<file path="src/rtl/load_store_unit_pkg.sv">
// Shared encodings for the load/store unit: access sizes, FSM states and
// the registered request record.
package load_store_unit_pkg;

  typedef enum logic [1:0] {
    SZ_BYTE = 2'b00,
    SZ_HALF = 2'b01,
    SZ_WORD = 2'b10,
    SZ_RSVD = 2'b11
  } size_e;

  typedef enum logic [1:0] {
    IDLE = 2'b00,
    RD   = 2'b01,
    WR   = 2'b10,
    RESP = 2'b11
  } state_e;

  typedef struct packed {
    logic        write;
    size_e       size;
    logic        is_signed;
    logic [31:0] addr;
    logic [31:0] wdata;
  } req_t;

endpackage

</file>
<file path="src/rtl/lsu_lane_align.sv">
// Little-endian byte-lane handling: extracts and extends load data, and
// merges sub-word store data into a previously read memory word.
module lsu_lane_align
  import load_store_unit_pkg::*;
(
  input  logic [31:0] rd_word,
  input  logic [31:0] wdata,
  input  logic [1:0]  lane,
  input  size_e       size,
  input  logic        is_signed,
  output logic [31:0] load_data,
  output logic [31:0] merged_word
);

  logic [4:0]  shamt;
  logic [7:0]  byte_sel;
  logic [15:0] half_sel;
  logic [31:0] wd_shifted;
  logic [3:0]  lane_en;

  assign shamt      = {lane, 3'b000};
  assign byte_sel   = rd_word[shamt +: 8];
  assign half_sel   = lane[1] ? rd_word[31:16] : rd_word[15:0];
  assign wd_shifted = wdata << shamt;

  always_comb begin
    lane_en   = 4'b1111;
    load_data = rd_word;
    case (size)
      SZ_BYTE: begin
        lane_en   = 4'b0001 << lane;
        load_data = {{24{is_signed & byte_sel[7]}}, byte_sel};
      end
      SZ_HALF: begin
        lane_en   = 4'b0011 << {lane[1], 1'b0};
        load_data = {{16{is_signed & half_sel[15]}}, half_sel};
      end
      default: begin
        lane_en   = 4'b1111;
        load_data = rd_word;
      end
    endcase
  end

  // Each lane takes the shifted store byte when enabled, else keeps memory.
  for (genvar gi = 0; gi < 4; gi++) begin : g_lane
    assign merged_word[8*gi +: 8] = lane_en[gi] ? wd_shifted[8*gi +: 8]
                                                : rd_word[8*gi +: 8];
  end

endmodule

</file>
<file path="src/rtl/load_store_unit.sv">
// Single-outstanding load/store unit between a CPU request port and a
// word-wide data memory; sub-word stores use read-modify-write.
module load_store_unit
  import load_store_unit_pkg::*;
#(
  parameter int unsigned MEM_WORDS = 128
) (
  input  logic        clk,
  input  logic        reset,
  input  logic        req_valid,
  output logic        req_ready,
  input  logic        req_write,
  input  logic [1:0]  req_size,
  input  logic        req_signed,
  input  logic [31:0] req_addr,
  input  logic [31:0] req_wdata,
  output logic        resp_valid,
  output logic [31:0] resp_rdata,
  output logic        resp_fault,
  output logic [31:0] Address,
  output logic [31:0] Write_Data,
  output logic        MemRead,
  output logic        MemWrite,
  input  logic [31:0] Read_Data
);

  localparam int unsigned WORD_IDX_W = (MEM_WORDS > 1) ? $clog2(MEM_WORDS) : 1;

  state_e      state_q, state_d;
  req_t        req_q, req_d;
  logic        fault_q, fault_d;
  logic [31:0] rdata_q, rdata_d;
  logic [31:0] wr_word_q, wr_word_d;

  logic [31:0] load_data;
  logic [31:0] merged_word;
  logic [29:0] word_idx;
  logic        req_fault;
  logic        accept;

  assign word_idx = req_addr[31:2];
  assign accept   = req_valid && (state_q == IDLE);

  always_comb begin
    req_fault = 1'b0;
    case (size_e'(req_size))
      SZ_BYTE: req_fault = 1'b0;
      SZ_HALF: req_fault = req_addr[0];
      SZ_WORD: req_fault = |req_addr[1:0];
      default: req_fault = 1'b1;
    endcase
    // The first term catches wide addresses cheaply; the second handles non-power-of-two depths.
    if ((|word_idx[29:WORD_IDX_W]) || ({2'b00, word_idx} >= MEM_WORDS)) begin
      req_fault = 1'b1;
    end
  end

  lsu_lane_align u_lane_align (
    .rd_word     (Read_Data),
    .wdata       (req_q.wdata),
    .lane        (req_q.addr[1:0]),
    .size        (req_q.size),
    .is_signed   (req_q.is_signed),
    .load_data   (load_data),
    .merged_word (merged_word)
  );

  always_comb begin
    state_d   = state_q;
    req_d     = req_q;
    fault_d   = fault_q;
    rdata_d   = rdata_q;
    wr_word_d = wr_word_q;
    case (state_q)
      IDLE: begin
        if (accept) begin
          req_d = '{write:     req_write,
                    size:      size_e'(req_size),
                    is_signed: req_signed,
                    addr:      req_addr,
                    wdata:     req_wdata};
          fault_d   = req_fault;
          rdata_d   = '0;
          wr_word_d = req_wdata;
          if (req_fault) begin
            state_d = RESP;
          end else if (req_write && (size_e'(req_size) == SZ_WORD)) begin
            state_d = WR;
          end else begin
            state_d = RD;
          end
        end
      end
      RD: begin
        if (req_q.write) begin
          wr_word_d = merged_word;
          state_d   = WR;
        end else begin
          rdata_d = load_data;
          state_d = RESP;
        end
      end
      WR:      state_d = RESP;
      default: state_d = IDLE;
    endcase
  end

  always_ff @(posedge clk) begin
    if (reset) begin
      state_q   <= IDLE;
      req_q     <= '0;
      fault_q   <= 1'b0;
      rdata_q   <= '0;
      wr_word_q <= '0;
    end else begin
      state_q   <= state_d;
      req_q     <= req_d;
      fault_q   <= fault_d;
      rdata_q   <= rdata_d;
      wr_word_q <= wr_word_d;
    end
  end

  assign req_ready  = (state_q == IDLE);
  assign resp_valid = (state_q == RESP);
  assign resp_fault = resp_valid & fault_q;
  assign resp_rdata = rdata_q;
  assign MemRead    = (state_q == RD);
  assign MemWrite   = (state_q == WR);
  assign Address    = {2'b00, req_q.addr[31:2]};
  assign Write_Data = wr_word_q;

endmodule
</file>
<file path="config.mk">
export PLATFORM = sky130hd
export DESIGN_NAME = load_store_unit
export DESIGN_NICKNAME = d
export VERILOG_FILES = /design/src/rtl/load_store_unit_pkg.sv /design/src/rtl/lsu_lane_align.sv /design/src/rtl/load_store_unit.sv
export SDC_FILE = /design/constraint.sdc
export NUM_CORES = 1
export LEC_CHECK = 0
export ABC_AREA = 1
export BUFFER_PORTS_ARGS = -buffer_cell sky130_fd_sc_hd__buf_2
export CORE_ASPECT_RATIO = 0.6
export CORE_MARGIN = 2
export CORE_UTILIZATION = 48
export DETAILED_ROUTE_END_ITERATION = 8
export GPL_TIMING_DRIVEN = 1
export PLACE_DENSITY_LB_ADDON = 0.3
export SLEW_MARGIN = 20
export SYNTH_ARGS = -nofsm -noshare
export SYNTH_HDL_FRONTEND = slang
export SYNTH_HIERARCHICAL = 1
export SYNTH_SLANG_ARGS = --single-unit
</file>
<file path="constraint.sdc">
create_clock -name clk -period 1.6 [get_ports clk]
set_input_delay 0.08 -clock clk [delete_from_list [all_inputs] [get_ports clk]]
set_output_delay 0.08 -clock clk [all_outputs]
set_load 0.01 [all_outputs]
</file>
==> results of run 1 <==
==> worst min-delay path by stage <==
stage / from / to / slack, ns / cells past startpoint
after global placement: req_addr[6] / Address[4]$_SDFFE_PP0P_ / 0.33 / 3
after global routing: Read_Data[20] / resp_rdata[20]$_SDFFE_PP0P_ / 0.11 / 5
after CTS: Read_Data[16] / resp_rdata[16]$_SDFFE_PP0P_ / 0.07 / 5
after floorplan: req_addr[2] / Address[0]$_SDFFE_PP0P_ / 0.22 / 2
final: Read_Data[2] / resp_rdata[2]$_SDFFE_PP0P_ / 0.09 / 5
after detailed placement: req_addr[2] / Address[0]$_SDFFE_PP0P_ / 0.34 / 3
==> sequential cells by signal, indices dropped and copies added (netlist names) <==
register	flops
Write_Data	32
req_q	38
state_q	2
resp_rdata	32
Address	30
fault_q	1
==> synthesized netlist by cell type <==
cell / instances
sky130_fd_sc_hd__buf_1: 4
sky130_fd_sc_hd__buf_6: 12
sky130_fd_sc_hd__o21ai_2: 1
sky130_fd_sc_hd__nand2_1: 389
sky130_fd_sc_hd__o21ai_1: 6
sky130_fd_sc_hd__ha_1: 4
sky130_fd_sc_hd__and2_0: 1
sky130_fd_sc_hd__a21oi_4: 1
sky130_fd_sc_hd__nor2_4: 3
sky130_fd_sc_hd__inv_4: 2
sky130_fd_sc_hd__inv_2: 11
sky130_fd_sc_hd__buf_4: 39
sky130_fd_sc_hd__dfxtp_1: 135
sky130_fd_sc_hd__a211oi_1: 52
sky130_fd_sc_hd__clkbuf_1: 23
sky130_fd_sc_hd__o211ai_1: 2
sky130_fd_sc_hd__a21oi_1: 83
sky130_fd_sc_hd__o21ai_0: 44
sky130_fd_sc_hd__nand3_1: 105
sky130_fd_sc_hd__nor2_1: 66
sky130_fd_sc_hd__a21oi_2: 2
sky130_fd_sc_hd__nor2_2: 1
sky130_fd_sc_hd__conb_1: 1
sky130_fd_sc_hd__nand2_2: 3
sky130_fd_sc_hd__nand2_4: 3
sky130_fd_sc_hd__inv_1: 70
sky130_fd_sc_hd__buf_2: 22
sky130_fd_sc_hd__nand3_2: 2
==> worst max-delay path, stage by stage (launching register included) <==
cell and delay (ns):
sky130_fd_sc_hd__dfxtp_4 0.37, sky130_fd_sc_hd__inv_4 0.06, sky130_fd_sc_hd__ha_4 0.16, sky130_fd_sc_hd__nand2_4 0.06, sky130_fd_sc_hd__inv_6 0.08, sky130_fd_sc_hd__a21oi_4 0.04
sky130_fd_sc_hd__a21oi_4 0.16, sky130_fd_sc_hd__buf_6 0.15, sky130_fd_sc_hd__clkinv_8 0.08, sky130_fd_sc_hd__clkbuf_16 0.19, sky130_fd_sc_hd__nand2_1 0.07, sky130_fd_sc_hd__a21oi_1 0.05
==> what timing repair did <==
| item | 4_1_cts | 5_1_grt |
|---|---|---|
| hold buffers | 70 | 0 |
| resized for setup | 5 | 108 |
| setup endpoints to repair | 68 | 91 |
| endpoints found under the hold margin | 72 | 0 |
| gates cloned | 2 | 10 |
| setup buffers | 0 | 8 |
| pin swaps | 0 | 11 |
==> power by group through the flow <==
stage               combinational, uW  clock [uW]  sequential (uW)
floorplan                        4610           0             4720
global placement                 6400           0             4660
detailed placement               6450           0             4680
CTS                              6910        3710             4630
global route                     9330        3870             4820
finish                           8670        3700             4740
==> routing by layer <==
metal	routed length [um]	GRT usage, %	vias up
li1	-	-	4002
met1	12100	44.6	3824
met2	11400	45.4	458
met3	2950	8.92	45
met4	392	7.90	0
met5	0	0	-
==> through the flow <==
stage	setup slack (ns)	hold slack, ns	instances	power, uW
after floorplan	0.00810	0.224	1088	9320
after global placement	-0.0236	0.329	1440	11100
after detailed placement	-0.0317	0.335	1440	11100
after CTS	-0.0509	0.0706	1544	15200
after global routing	-0.105	0.114	1562	18000
final	-0.0228	0.0881	1562	17100
==> area by class of cell <==
type                            count  area (sq um)
Fill cell                        1191          4240
Multi-Input combinational cell    770          3830
Sequential cell                   135          2720
Timing Repair Buffer              344          2610
Clock buffer                       17           425
Inverter                           83           358
Tap cell                          198           248
Clock inverter                     15           119
==> cells by family (layout without fill, tap and decap cells) <==
kind of cell,count (synthesis),count (layout),synth area share (%)
simple gates,573,573,32.8
flops,135,135,37.7
buf+inv,183,459,13.3
other cells,1,2,0.0522
compound gates,191,191,15.5
fa+ha+maj,4,4,0.697
==> metrics.txt, run 1 <==
result of the run finished, violations left; violations in the final reports negative setup slack; CTS tree yes; class of the most critical setup path reg -> reg; floorplan core area between 0.01 and 0.015 sq mm; count of final max-slew check failures 0; CP Capture Type register; final hold violation count 0; number of warnings reported in the yosys synthesis log 6; vias post-DR 8,329; flop-to-flop setup slack -0.02 ns; post-DP HPWL 16,700 um; htree depth 4; Bufs on Longest Clock Path 2; initial detailed-routing violation count 883; count of mapped cells out of synthesis between 1,000 and 1,500; DRC errors left 0; portion of total power attributed to the clock network a little over a fifth; total overflow reported by the global router 0; Layout Cell Area excl Fill 0.0103 sq mm; first-pass GRT wire length 39,300 um; via count normalized by instance count 5.33; final antenna-violating net count 0; area leader, netlist sky130_fd_sc_hd__dfxtp_1; element type at the critical path start register; worst reg2reg path startpoint state_q[0]$_SDFFE_PP0P_; Period Utilization, post-route 101%; worst flop-to-flop path endpoint Write_Data[27]$_SDFFE_PP0P_; maximum vdd drop 843 uV; critical path endpoint Write_Data[27]$_SDFFE_PP0P_; FP Rows 34; most common library cell in the layout ignoring fill and taps sky130_fd_sc_hd__nand2_1; reg2reg path depth 11; Die Width 162 um; worst-path maximum fanout 8; Pleak approximately 0.0049 uW; share of cells above drive strength 1 29.4%; die area 0.0160 sq mm; final core area utilization 70.9%; Data required, critical path 1.91 ns; initial core utilization a little under 50%; Sinks on Clock Net 135; max-cap violations 0; vias in the first global route 7,551; Unique masters post-synth 28; number of antenna violations at the first check in global routing 0; cell types occupying the most area after synthesis sky130_fd_sc_hd__dfxtp_1 38%, sky130_fd_sc_hd__nand2_1 20%, sky130_fd_sc_hd__nand3_1 7.3%; switching power share of the total 43.2%; GPL Wtd Cong approximately 0.99; final critical path time including I/O delays and setup 1.62 ns; routed len/inst 17.2 um; final routed wirelength across all metal layers 26,900 um; Syn-to-layout area delta 43.7%; CP startpoint state_q[0]$_SDFFE_PP0P_; final critical-path setup slack -0.0228 ns; proportion of netlist area held by the largest area contributor 37.7%; clock buffer count from CTS 17; final-stage net count between 1,000 and 1,500; final count of negative-setup-slack endpoints 7; maximum clock frequency about 620 MHz; logic gate share of total power 50.7%; Buffers on Ports roughly 200; area of the mapped netlist approximately 0.007 sq mm; clock tree root driver cell sky130_fd_sc_hd__clkbuf_16; setup repair after global routing missed its margin true; Top-Level Pins 204; final sum of negative setup slack -0.0573 ns; Switch Pwr 7380 uW; aggregate global-route resource usage 30.9%; Die Y-Extent approximately 99 um; Detailed Routing Iterations Pass 1 6; Cell Int Power 9720 uW; Synth Register Bits 135; ant diodes 0; sequential area share after synthesis between 30% and 40%; Hold WC Path Type in -> reg; highest-count cells in the layout ignoring fill and taps 366 x sky130_fd_sc_hd__nand2_1, 201 x sky130_fd_sc_hd__buf_2, 129 x sky130_fd_sc_hd__dfxtp_1; clk_skew around 0.0099 ns; data arrival time at the worst-slack endpoint 1.93 ns; mean cell area of the mapped netlist 6.60 sq um; cell area power density 1660 mW/mm^2; clock insertion delay at the later pin of the skew report 0.43 ns; pin count of the biggest net entering global routing 61; sequential share of power 27.7%; Placement Cell Area 0.00834 sq mm; Clock Pin Slew Worst Setup and Hold Paths 0.07 ns
Power figures use the tool's default switching activity.
==> run 2: changes to the inputs <==
- CORE_ASPECT_RATIO: 0.6 -> 1.2
==> run 2 against run 1 <==
Sequential share of layout area is essentially flat. Clock power is 16% higher. Largest cell class unchanged. Utilization about the same. Clock skew decreased by 0.0023 ns. Sequential power is essentially flat. Via count rose by 0.89%. Power grew 3.7%. Design area barely moved. The run ends with negative hold slack, negative setup slack left.
==> metrics.txt, run 2 (synthesis gave the netlist of run 1 again) <==
Top-Level Pins 204 (unchanged); htree depth 4 (unchanged); CP Capture Type register (unchanged); Syn-to-layout area delta 43.6% (was 43.7%); initial core utilization 49.4% (was 49.3%); Data required, critical path 1.96 ns (was 1.91 ns); max-cap violations 0 (unchanged); class of the most critical setup path reg -> reg (unchanged); number of antenna violations at the first check in global routing 0 (unchanged); initial detailed-routing violation count 925 (was 883); Detailed Routing Iterations Pass 1 8 (was 6); Crit path top cell by count sky130_fd_sc_hd__nand2_1 (was sky130_fd_sc_hd__a21oi_4); Layout Cell Area excl Fill 0.0103 sq mm (about the same); Sinks on Clock Net 135 (unchanged); die area 0.0160 sq mm (about the same); final critical-path setup slack -0.0797 ns (was -0.0228 ns); Crit path depth 11 (unchanged); delay contributed by the slowest stage of the critical path 0.37 ns (about the same); routed len/inst 16.6 um (was 17.2 um); Die Width 116 um (was 162 um); GPL Wtd Cong 0.969 (was 0.993); Period Utilization, post-route 105% (was 101%); placed cell count 1,443 (was 1,440); reg2reg path depth 11 (unchanged); Buffers on Ports 201 (unchanged); number of flip-flops under the largest register name 38 (unchanged); library cell contributing the largest single delay on the critical path sky130_fd_sc_hd__dfxtp_4 (unchanged); result of the run finished, violations left (unchanged); clock tree root driver cell sky130_fd_sc_hd__clkbuf_16 (unchanged); Buf/Inv on CP 2 (was 5); Die Y-Extent 138 um (was 98.7 um); clk_skew 0.00761 ns (was 0.00994 ns); DRC errors left 0 (unchanged); hold depth 4 (was 5); CTS tree yes (unchanged); vias post-DR 8,403 (was 8,329); post-DP HPWL 15,800 um (was 16,700 um); final count of negative-setup-slack endpoints 34 (was 7); final antenna-violating net count 0 (unchanged); first-pass GRT wire length 36,400 um (was 39,300 um); vias in the first global route 7,458 (was 7,551); setup slack after placement -0.0660 ns (was -0.0317 ns); count of placed standard cells in the final layout, fillers left out 1,560 (was 1,562); element type at the critical path start register (unchanged); Clock Pin Slew Worst Setup and Hold Paths 0.06 ns (was 0.07 ns); total power 17,700 uW (was 17,100 uW); Biggest register req_q (unchanged); clock insertion delay at the later pin of the skew report 0.43 ns (about the same); data arrival time at the worst-slack endpoint 2.04 ns (was 1.93 ns); count of final max-slew check failures 0 (unchanged); FP Rows 48 (was 34); maximum clock frequency 595 MHz (was 616 MHz); setup repair after global routing missed its margin true (unchanged); most common library cell in the layout ignoring fill and taps sky130_fd_sc_hd__nand2_1 (unchanged); final hold violation count 1 (was 0); Top Family by Delay on Critical Path simple AND/OR/NAND/NOR gates (was buffers and inverters); floorplan core area 0.0145 sq mm (about the same); worst hold margin -0.00162 ns (was 0.0881 ns); aggregate global-route resource usage 29.1% (was 30.9%); highest-count cells in the layout ignoring fill and taps 364 x sky130_fd_sc_hd__nand2_1, 200 x sky130_fd_sc_hd__buf_2, 129 x sky130_fd_sc_hd__dfxtp_1 (was 366 x sky130_fd_sc_hd__nand2_1, 201 x sky130_fd_sc_hd__buf_2, 129 x sky130_fd_sc_hd__dfxtp_1); clock buffer count from CTS 17 (unchanged); maximum vdd drop 1080 uV (was 843 uV); Hold WC Path Type in -> reg (unchanged); Bufs on Longest Clock Path 2 (unchanged); Placement Cell Area 0.00835 sq mm (was 0.00834 sq mm); final-stage net count 1,454 (was 1,458); final routed wirelength across all metal layers 25,800 um (was 26,900 um); worst-path cell chain buf_12 > nor2_4 > buf_6 > nand2_1 > nand3_1 > nand2_1 > nand2_1 > nand2_1 > o21ai_0 > nand2_1 > a21oi_2 (was inv_4 > ha_4 > nand2_4 > inv_6 > a21oi_4 > a21oi_4 > buf_6 > clkinv_8 > clkbuf_16 > nand2_1 > a21oi_1); worst-path maximum fanout 7 (was 8); Pleak 0.00484 uW (was 0.00492 uW); violations in the final reports negative hold slack, negative setup slack (was negative setup slack); via count normalized by instance count 5.39 (was 5.33); pin count of the biggest net entering global routing 121 (was 61); final critical path time including I/O delays and setup 1.68 ns (was 1.62 ns); share of cells above drive strength 1 29.7% (was 29.4%); cell area power density 1720 mW/mm^2 (was 1660 mW/mm^2); total overflow reported by the global router 0 (unchanged)
## run 2: cell types whose count changed in the layout (fill, tap and decap cells not counted), sizes merged, moves of 2 or more
| cell | change |
|---|---|
| inv | -6 |
| bufinv | +5 |
| dlygate4sd3 | -3 |
| buf | +2 |
| bufbuf | -2 |
| clkinv | -2 |
## run 2: area by class of cell
cell class | instances | area (sq um)
multi-input cells | 770 | 3800
inverters | 83 | 347
well taps | 200 | 250
clock inverters | 13 | 205
fillers | 1192 | 4230
flip-flops and latches | 135 | 2720
diodes | 1 | 2.50
repair buffers | 340 | 2560
clock buffers | 18 | 429
## run 2: power breakdown
part	internal [uW]	leakage [uW]	switching (uW)
registers	4160	0.00111	564
logic	3670	0.00343	5040
clock network	2750	0.000302	1550
total	10600	0.00484	7150
## run 2: worst min-delay path, cell delays in order
cell and delay (ns):
sky130_fd_sc_hd__buf_2 0.11, sky130_fd_sc_hd__nor2_1 0.08, sky130_fd_sc_hd__nand2_1 0.06, sky130_fd_sc_hd__a21oi_1 0.05
## run 2: worst paths after layout
check	from	end	slack [ns]
setup / recovery	req_q[32]$_SDFFE_PP0P_	Write_Data[25]$_SDFFE_PP0P_	-0.08
hold / removal	req_valid	state_q[1]$_SDFFE_PP0P_	-0.002
setup reg to reg	req_q[32]$_SDFFE_PP0P_	Write_Data[25]$_SDFFE_PP0P_	-0.08
hold reg to reg	Write_Data[27]$_SDFFE_PP0P_	Write_Data[27]$_SDFFE_PP0P_	0.46
## run 2: routing by layer
layer | share of wire, % | routed length, um | GRT usage (%)
met5 | 0 | 0 | 0
met1 | 39 | 10100 | 35.9
met4 | 4.2 | 1090 | 15.7
met3 | 7.2 | 1860 | 4.68
met2 | 50 | 12800 | 48.6
## run 2: what timing repair did
| item | CTS | global route |
|---|---|---|
| hold buffers | 67 | 0 |
| setup buffers | 2 | 6 |
| endpoints found under the hold margin | 67 | 0 |
| cloned | 1 | 9 |
| endpoints found under the setup margin | 68 | 97 |
| gates resized for setup | 10 | 109 |
| pin swaps | 1 | 38 |
## run 2: metrics by stage
step / hold WS [ns] / setup TNS [ns] / utilization [%]
2_1_floorplan: 0.224 / 0 / -
3_3_place_gp: 0.329 / -0.000718 / 57.4
3_5_place_dp: 0.335 / -1.07 / 57.4
4_1_cts: 0.00704 / -0.00991 / 66.9
5_1_grt: 0.0136 / -3.84 / 70.9
6_report: -0.00162 / -1.48 / 70.9
